[src/rtl/bfifo_w3_pack.sv]
// rtl/bfifo_w3_pack.sv - packs 3-bit FIFO codes into 18-bit words of up to five codes
module bfifo_w3_pack #(
  parameter int FLUSH_TO = 255
) (
  input  logic        RCLOCK,
  input  logic        RESET,
  input  logic        EN,
  input  logic        EMPTY,
  input  logic [2:0]  RDATA,
  output logic        RE,
  output logic [17:0] O_DATA,
  output logic        O_VALID,
  input  logic        I_READY
);

  localparam logic [7:0] IDLE_MAX = 8'(FLUSH_TO);

  logic [2:0]  pack_cnt;
  logic        rd_pend;
  logic [14:0] pack_reg;
  logic [7:0]  idle;

  logic        full;
  logic        flush;
  logic        emit;
  logic [14:0] pack_nxt;
  logic [2:0]  cnt_nxt;

  assign full  = (pack_cnt == 3'd5);
  assign flush = (idle == IDLE_MAX) && (pack_cnt != 3'd0) && !full && !rd_pend;
  assign emit  = (full || flush) && (!O_VALID || I_READY);

  // A code in flight already owns a slot, so it counts against the five.
  assign RE = RESET && EN && !EMPTY &&
              (({1'b0, pack_cnt} + {3'b000, rd_pend}) < 4'd5);

  always_comb begin
    pack_nxt = emit ? 15'd0 : pack_reg;
    cnt_nxt  = emit ? 3'd0  : pack_cnt;
    if (rd_pend && (cnt_nxt != 3'd5)) begin
      for (int i = 0; i < 5; i++) begin
        if (cnt_nxt == 3'(i)) begin
          pack_nxt[i*3 +: 3] = RDATA;
        end
      end
      cnt_nxt = cnt_nxt + 3'd1;
    end
  end

  always_ff @(posedge RCLOCK or negedge RESET) begin
    if (!RESET) begin
      pack_cnt <= 3'd0;
      rd_pend  <= 1'b0;
      pack_reg <= 15'd0;
      idle     <= 8'd0;
      O_DATA   <= 18'd0;
      O_VALID  <= 1'b0;
    end else begin
      rd_pend  <= RE;
      pack_reg <= pack_nxt;
      pack_cnt <= cnt_nxt;

      if (emit) begin
        O_DATA  <= {pack_cnt, pack_reg};
        O_VALID <= 1'b1;
      end else if (I_READY) begin
        O_VALID <= 1'b0;
      end

      if (emit || rd_pend || (pack_cnt == 3'd0)) begin
        idle <= 8'd0;
      end else if (idle != IDLE_MAX) begin
        idle <= idle + 8'd1;
      end
    end
  end

endmodule

[config.mk]
export PLATFORM = sky130hd
export DESIGN_NAME = bfifo_w3_pack
export DESIGN_NICKNAME = d
export VERILOG_FILES = /design/src/rtl/bfifo_w3_pack.sv
export SDC_FILE = /design/constraint.sdc
export NUM_CORES = 1
export LEC_CHECK = 0
export ABC_AREA = 1
export CELL_PAD_IN_SITES_DETAIL_PLACEMENT = 0
export CELL_PAD_IN_SITES_GLOBAL_PLACEMENT = 1
export CORE_AREA = 10 10 110 63
export CTS_CLUSTER_DIAMETER = 50
export DETAILED_ROUTE_END_ITERATION = 10
export DIE_AREA = 0 0 120 73
export PLACE_DENSITY_LB_ADDON = 0.1
export SLEW_MARGIN = 20
export SYNTH_ARGS = -nofsm -noshare
export SYNTH_HDL_FRONTEND = slang
export SYNTH_SLANG_ARGS = --single-unit
[constraint.sdc]
create_clock -name RCLOCK -period 6.5 [get_ports RCLOCK]
set_clock_uncertainty 0.15 [all_clocks]
set_input_delay 1.3 -clock RCLOCK [delete_from_list [all_inputs] [get_ports RCLOCK]]
set_output_delay 1.3 -clock RCLOCK [all_outputs]
set_load 0.01 [all_outputs]
* Yosys cells after proc, flatten, opt, wreduce, memory -nomap -nowiden
Index checks and enable logic that the tools add are counted.
** Word-level totals
- RAM bits :: 0
- ROM bits :: 0
- Bits in latches :: 0
- Register bits :: 46
- Input port bits :: 8
- Memories kept :: 0
- Logic and storage cells :: 52
- Output and inout port bits :: 20
** Operators by class
- Reductions and logical operators :: 21
- Bitwise operators :: 0
- Divide/modulo/power cells :: 0
- Shifts and indexed selects :: 0
- Multiply operators :: 0
- Muxes and demuxes :: 13
- Order comparisons :: 1
- Equal/unequal tests :: 8
- Add/sub/neg operators :: 3
** Operators with widths (number)
- 2-to-1 mux 15 bit :: 2
- 2-to-1 mux 3 bit :: 7
- 2-to-1 mux 8 bit :: 2
- adder 8 x 1 -> 8 bit, second input constant :: 1
- equality test 8 bit, second input constant :: 1
- logical AND 1 bit :: 8
- != test 8 bit, second input constant :: 1
- equality test 3 x 2 -> 1 bit, second input constant :: 2
- equality test 3 bit, second input constant :: 2
- zero test 3 bit :: 2
- adder 3 x 1 -> 4 bit :: 1
- zero test 1 bit :: 4
- logical OR 1 bit :: 4
- < comparator 4 x 3 -> 1 bit, second input constant :: 1
- nonzero test 2 bit :: 2
- adder 3 x 1 -> 3 bit, second input constant :: 1
- equality test 3 x 1 -> 1 bit, second input constant :: 1
- != test 3 bit, second input constant :: 1
- nonzero test 3 bit :: 1
- 2-to-1 mux 1 bit :: 2

* Depth between registers and ports, before layout
Gate-level depths: netlist of run 1.
- Word-level depth :: 10
- Depth in mapped cells :: 14

* Worst setup path after synthesis of run 1
Ideal clock, no wire load.
- Path kind :: in2out
- Start point :: in RESET
- End point :: out RE
- Stages on the path :: 2
- Arrival time :: 1.669 ns
- Required time :: 5.050 ns
- Setup slack :: 3.381 ns
- Path through :: nand2_1 nor3_1
** Between the ends
- Longest elaborated chain between the ends :: 3
** RTL lines
- start: declaration :: RTL line 6 : input logic RESET,
- logical AND 1 bit (3 in a row) :: RTL line 34 : assign RE = RESET && EN && !EMPTY &&
- end: declaration :: RTL line 10 : output logic RE,
No other way between the ends.

* Worst setup path in the final report of run 1
Same ends and word-level chain as after synthesis.

==> summary.log, run 1 <==
qor: outcome.status complete, no violations
qor: synthesis.syn_area_per_cell 9.06 um^2
qor: cts.clock_tree.buffer_depth 2
qor: cells_and_area.fin_cells 338
qor: critical_path.critical_path.endpoint_type output port
qor: power_and_ir_drop.power_report.internal_total 0.657 mW
qor: floorplan.fp.dieArea 8760 um^2
qor: routing.drc 0
qor: critical_path.crit-reg2reg-launch idle[0]
qor: cts.cts.sink_count 46
qor: flow_run.maxCapViolations 0
qor: cts.clock_buffers_created_by_tritoncts 5
qor: cts.tritoncts yes
qor: routing.drt-vias-per-instance 4.66
qor: power_and_ir_drop.combinationalPowerShare 38.6%
qor: cts.clk_pin_slew_worst_paths 80 ps
qor: critical_path.worstPathArrival 2800 ps
qor: cts.post_cts.resized_instances 0
qor: cts.postCtsHoldBufs 0
qor: floorplan.top_level_ports 28
qor: placement.place.detailed.hpwl 3110 um
qor: power_and_ir_drop.swShare 37.6%
qor: sta.final.period_utilization 65.4%
qor: cells_and_area.final_cell_mix sky130_fd_sc_hd__nand2_1 (76), sky130_fd_sc_hd__dfrtp_1 (46), sky130_fd_sc_hd__clkdlybuf4s50_1 (26)
qor: sta.tightestPinTransition 586 ps
qor: cells_and_area.layout-drive-gt1-share 9.81%
qor: cells_and_area.final_core_utilization 49.2%
qor: power_and_ir_drop.leakage 1.26 nW
qor: power_and_ir_drop.total_switching_power 0.396 mW
qor: synthesis.synth-warning-count 0
qor: sta.timing.final.crit_period 4250 ps
qor: cts.cts-htree-levels 2
qor: floorplan.chipHeight 73 um
qor: placement.buffer_ports.inserted 27
qor: sta.number_of_endpoints_failing_setup_at_the_final_stage 0
qor: sta.slew-limit-headroom 60.9%
qor: critical_path.timing.setup.critical_path_class in2out
qor: sta.achievable-frequency 235 MHz
qor: critical_path.worst_setup_path_startpoint RESET
qor: floorplan.floorplan.initialDensity 41.6%
qor: placement.placer_congestion 0.746
qor: power_and_ir_drop.power.sequential.fraction 43.2%
qor: critical_path.startpoint_type_of_the_worst_setup_path input pin
qor: floorplan.chipWidth 120 um
qor: global_routing.initial_antenna_violation_count 0
qor: sta.setup_repair_after_global_routing_missed_its_margin false
qor: routing.wirelength 4370 um
qor: sta.maxSlewViolCount 0
qor: global_routing.globalRouteOverflowTotal 0
qor: cts.post_cts_buffers 0
qor: routing.ant_nets 0
qor: global_routing.maximum_number_of_pins_on_one_net_before_global_route_repair 49
qor: cells_and_area.final_common_cell sky130_fd_sc_hd__nand2_1
qor: synthesis.postSynthNetCount 249
qor: floorplan.design.core.area 5160 um^2
qor: worst_hold_path.worstHoldStart pack_reg[12]
qor: global_routing.grt_pass1_vias 1598
qor: synthesis.ys_types 27
qor: synthesis.synth_sequential_area_ratio 53.6%
qor: sta.final.setup.tns 0 ps
qor: global_routing.wire_length_of_the_first_global_routing_pass 7920 um
qor: cells_and_area.antenna_cells_inserted 0
qor: cts.cts.root.buffer_cell sky130_fd_sc_hd__clkbuf_8
qor: cells_and_area.max_ffs_per_register 18
qor: power_and_ir_drop.cellPowerDensity 415 nW/um^2
qor: power_and_ir_drop.total_power 1.05 mW
qor: placement.dp_cells 330
qor: power_and_ir_drop.vdd_drop_max 188 uV
qor: critical_path.worst-path-max-fanout 47
qor: synthesis.synth.cell_area 2150 um^2
qor: routing.drt_iter0_markers 117
qor: global_routing.grt_util_all_layers 10.9%
qor: routing.dr.pass1.iters 4
qor: synthesis.synthesis.instances 237
qor: cells_and_area.flow.area_growth_from_synthesis 18.1%
qor: routing.num_vias 1574
qor: cts.clk_latency 290 ps
qor: sta.hold_violations 0
qor: cells_and_area.fin_nets 276
qor: worst_hold_path.timing.hold.worst.class reg2reg
qor: power_and_ir_drop.power.share.clock 18.2%
qor: critical_path.critPathRequiredTime 5050 ps
qor: synthesis.synth-seq-cells 46
qor: floorplan.rows 19
qor: routing.wl_per_cell 12.9 um
## cells in the mapped netlist, drive strengths merged
cell type  instances  share of area (%)
nand4              7                2.0
nand2             80                 15
buf                7                3.6
clkbuf             1               0.17
nor3               1               0.23
xnor2              3                1.2
o21bai             1               0.35
dfrtp             46                 54
o21ai             12                3.8
o311ai             3                1.2
a21oi              8                2.0
nand3             24                5.8
nor2              18                3.8
inv               18                3.1
ha                 4                2.3
xor2               4                1.6
## per-layer routing
layer  vias to the layer above  track usage [%]  share of wire (%)
met5                         -                0                  0
met4                         0             3.19               0.62
met3                         2             4.25                6.1
met2                        22             15.3                 38
met1                       729             15.2                 56
li1                        821                -                  -
## final timing paths
path	end	slack, ps	cells after the start
min	O_DATA[12]	330	2
max in group asynchronous	O_DATA[15]	4860	2
min in group asynchronous	pack_reg[1]	930	2
max	RE	2250	5
max reg2reg	pack_reg[10]	3940	12
min reg2reg	O_DATA[12]	330	2
## stage by stage
| stage | setup slack [ps] | instance area (um^2) | hold WS, ps |
|---|---|---|---|
| after floorplan | 3380 | 2150 | 286 |
| after global placement | 2220 | 2430 | 307 |
| after detailed placement | 2190 | 2430 | 308 |
| after CTS | 2180 | 2540 | 331 |
| after global routing | 2060 | 2540 | 356 |
| final | 2250 | 2540 | 328 |
## area by class of cell
class                           instances  area, um^2
Multi-Input combinational cell        165         848
Clock buffer                            7        96.3
Clock inverter                          1        8.76
Sequential cell                        46        1150
Tap cell                               73        91.3
Timing Repair Buffer                   28         273
Fill cell                             521        2620
Inverter                               18        67.6
## power groups by stage
stage	combinational [mW]	clock, mW	sequential [mW]
CTS	0.415	0.200	0.455
global placement	0.414	0	0.458
finish	0.406	0.192	0.455
global route	0.465	0.208	0.473
floorplan	0.266	0	0.465
detailed placement	0.413	0	0.460
## kinds of logic after synthesis
| group | Yosys count | synth area share (%) |
|---|---|---|
| simple gates | 130 | 26.8 |
| xor+xnor | 7 | 2.85 |
| fa+ha+maj | 4 | 2.33 |
| buf+inv | 26 | 6.93 |
| compound gates | 24 | 7.45 |
| flops | 46 | 53.6 |
## worst max-delay path, stage by stage
cell	delay (ps)
sky130_fd_sc_hd__buf_2	70
sky130_fd_sc_hd__buf_4	470
sky130_fd_sc_hd__nand2_1	120
sky130_fd_sc_hd__nor3_1	250
sky130_fd_sc_hd__clkdlybuf4s50_1	590
No activity file was read; power rests on OpenSTA's default activity.
==> run 2, diff against run 1 <==
--- a/config.mk
+++ b/config.mk
@@ -8,10 +8,10 @@
 export ABC_AREA = 1
 export CELL_PAD_IN_SITES_DETAIL_PLACEMENT = 0
 export CELL_PAD_IN_SITES_GLOBAL_PLACEMENT = 1
-export CORE_AREA = 10 10 110 63
+export CORE_AREA = 10 10 119 67
 export CTS_CLUSTER_DIAMETER = 50
 export DETAILED_ROUTE_END_ITERATION = 10
-export DIE_AREA = 0 0 120 73
+export DIE_AREA = 0 0 129 77
 export PLACE_DENSITY_LB_ADDON = 0.1
 export SLEW_MARGIN = 20
 export SYNTH_ARGS = -nofsm -noshare
==> constraint.sdc (replaced) <==
create_clock -name RCLOCK -period 3.9 [get_ports RCLOCK]
set_clock_uncertainty 0.15 [all_clocks]
set_input_delay 0.78 -clock RCLOCK [delete_from_list [all_inputs] [get_ports RCLOCK]]
set_output_delay 0.78 -clock RCLOCK [all_outputs]
set_load 0.01 [all_outputs]
==> summary.log, run 2 (synthesis results as in run 1) <==
qor: cts.clk_pin_slew_worst_paths 60 ps
qor: sta.hold_violations 0
qor: power_and_ir_drop.power.share.clock 23.0%
qor: sta.postLayoutSetupSlackWorst 757 ps
qor: global_routing.maximum_number_of_pins_on_one_net_before_global_route_repair 47
qor: critical_path.critical-path-max-stage-delay 590 ps
qor: floorplan.rows 20
qor: floorplan.chipWidth 129 um
qor: routing.num_vias 1590
qor: cells_and_area.layout-drive-gt1-share 9.77%
qor: sta.final.setup.tns 0 ps
qor: cts.post_cts_buffers 0
qor: floorplan.design.core.area 5910 um^2
qor: cts.clock_buffers_created_by_tritoncts 5
qor: worst_hold_path.worstHoldStart pack_reg[12]
qor: routing.dr.pass1.iters 4
qor: sta.setup_repair_after_global_routing_missed_its_margin false
qor: critical_path.critical_path.endpoint_type output port
qor: power_and_ir_drop.cellPowerDensity 728 nW/um^2
qor: critical_path.critPathRequiredTime 2970 ps
qor: critical_path.crit-reg2reg-launch idle[0]
qor: global_routing.grt_util_all_layers 10.5%
qor: cells_and_area.final_area 2590 um^2
qor: critical_path.critical_path.reg2reg.endpoint pack_reg[10]
qor: cells_and_area.antenna_cells_inserted 0
qor: global_routing.wire_length_of_the_first_global_routing_pass 8270 um
qor: critical_path.timing.critical_path.max_delay_family buffers and inverters
qor: critical_path.startpoint_type_of_the_worst_setup_path flop
qor: critical_path.timing.critical_path.cells ha_1 > ha_1 > nor2_1 > o21ai_0 > nor3_1 > clkdlybuf4s50_1
qor: cts.tritoncts yes
qor: critical_path.reg2reg_slack 1440 ps
qor: placement.dp_worst_setup_slack 871 ps
qor: critical_path.worstPathArrival 2210 ps
qor: cells_and_area.final_common_cell sky130_fd_sc_hd__nand2_1
qor: power_and_ir_drop.total_power 1.89 mW
qor: sta.finalHoldWorstSlack 314 ps
qor: power_and_ir_drop.combinationalPowerShare 36.5%
qor: power_and_ir_drop.vdd_drop_max 225 uV
qor: floorplan.floorplan.initialDensity 36.4%
qor: sta.achievable-frequency 318 MHz
qor: routing.wirelength 4800 um
qor: routing.ant_nets 0
qor: outcome.status complete, no violations
qor: cts.cts-htree-levels 2
qor: critical_path.path_buf_inv 1
qor: placement.postPlaceCellArea 2440 um^2
qor: power_and_ir_drop.total_switching_power 0.695 mW
qor: routing.drt_iter0_markers 120
qor: sta.tightestPinTransition 601 ps
qor: global_routing.globalRouteOverflowTotal 0
qor: cells_and_area.final_cell_mix sky130_fd_sc_hd__nand2_1 (76), sky130_fd_sc_hd__dfrtp_1 (46), sky130_fd_sc_hd__clkdlybuf4s50_1 (26)
qor: placement.placer_congestion 0.727
qor: critical_path.timing.setup.critical_path_class reg2out
qor: worst_hold_path.hold_end O_DATA[12]
qor: cells_and_area.max_ffs_per_register 18
qor: flow_run.maxCapViolations 0
qor: sta.final.period_utilization 80.6%
qor: routing.drc 0
qor: power_and_ir_drop.leakage 1.28 nW
qor: cells_and_area.flow.area_growth_from_synthesis 20.6%
qor: cts.clock_tree.buffer_depth 2
qor: placement.buffer_ports.inserted 27
qor: critical_path.worst_path_most_repeated_cell sky130_fd_sc_hd__ha_1
qor: floorplan.top_level_ports 28
qor: critical_path.cp_slowest_cell sky130_fd_sc_hd__clkdlybuf4s50_1
qor: placement.place.detailed.hpwl 3380 um
qor: critical_path.worst_r2r_path_depth 12
qor: cts.clk_latency 290 ps
qor: critical_path.worst_setup_path_startpoint pack_cnt[0]
qor: routing.drt-vias-per-instance 4.64
qor: sta.maxSlewViolCount 0
qor: sta.slew-limit-headroom 60.0%
qor: floorplan.fp.dieArea 9930 um^2
qor: routing.wl_per_cell 14.0 um
qor: floorplan.chipHeight 77 um
qor: power_and_ir_drop.power.sequential.fraction 40.4%
qor: worst_hold_path.hold_path_depth 2
qor: critical_path.worst-path-max-fanout 5
qor: global_routing.initial_antenna_violation_count 0
qor: cts.postCtsHoldBufs 0
qor: sta.number_of_endpoints_failing_setup_at_the_final_stage 0
qor: power_and_ir_drop.power_report.internal_total 1.19 mW
qor: cts.post_cts.resized_instances 0
qor: cts.cts.sink_count 46
qor: cells_and_area.fin_nets 277
qor: worst_hold_path.timing.hold.worst.class reg2reg
qor: power_and_ir_drop.swShare 36.9%
qor: sta.timing.final.crit_period 3140 ps
qor: global_routing.grt_pass1_vias 1595
qor: cts.cts.root.buffer_cell sky130_fd_sc_hd__clkbuf_16
## run 2: changes by cell type in the layout (fill, tap and decap cells not counted), sizes merged
| cell | change |
|---|---|
| buf | +1 |
## run 2: metal layers
metal | vias up | track usage (%) | wire, um
li1 | 826 | - | -
met1 | 734 | 15.8 | 2820
met2 | 22 | 12.3 | 1640
met3 | 8 | 4.26 | 250
met4 | 0 | 4.40 | 81
met5 | - | 0 | 0
## run 2: worst max path at each step
stage                     endpoint  slack, ps  depth (start not counted)
after floorplan                 RE       1650                          5
after global placement          RE        900                          4
after detailed placement        RE        870                          4
after CTS                       RE        720                          6
after global routing            RE        610                          6
final                           RE        760                          6
## run 2: through the flow
stage,instances,utilization (%)
after floorplan,237,-
after global placement,335,41.4
after detailed placement,335,41.4
after CTS,343,43.9
after global routing,343,43.9
final,343,43.9
## run 2: area by class of cell
type | count | area [um^2]
Tap cell | 77 | 96.3
Multi-Input combinational cell | 165 | 848
Inverter | 18 | 67.6
Clock inverter | 1 | 5.00
Sequential cell | 46 | 1150
Fill cell | 591 | 3310
Clock buffer | 7 | 143
Timing Repair Buffer | 29 | 280
## run 2: power groups by stage
| stage | clock (mW) | sequential (mW) | combinational (mW) |
|---|---|---|---|
| floorplan | 0 | 0.774 | 0.443 |
| global placement | 0 | 0.766 | 0.703 |
| detailed placement | 0 | 0.770 | 0.700 |
| CTS | 0.451 | 0.762 | 0.704 |
| global route | 0.469 | 0.786 | 0.786 |
| finish | 0.435 | 0.762 | 0.689 |
## run 2: worst min-delay path: cells and delay by family (launching register included)
| kind | cells | cell delay, ps |
|---|---|---|
| simple gates | 2 | 90 |
| flops | 1 | 340 |
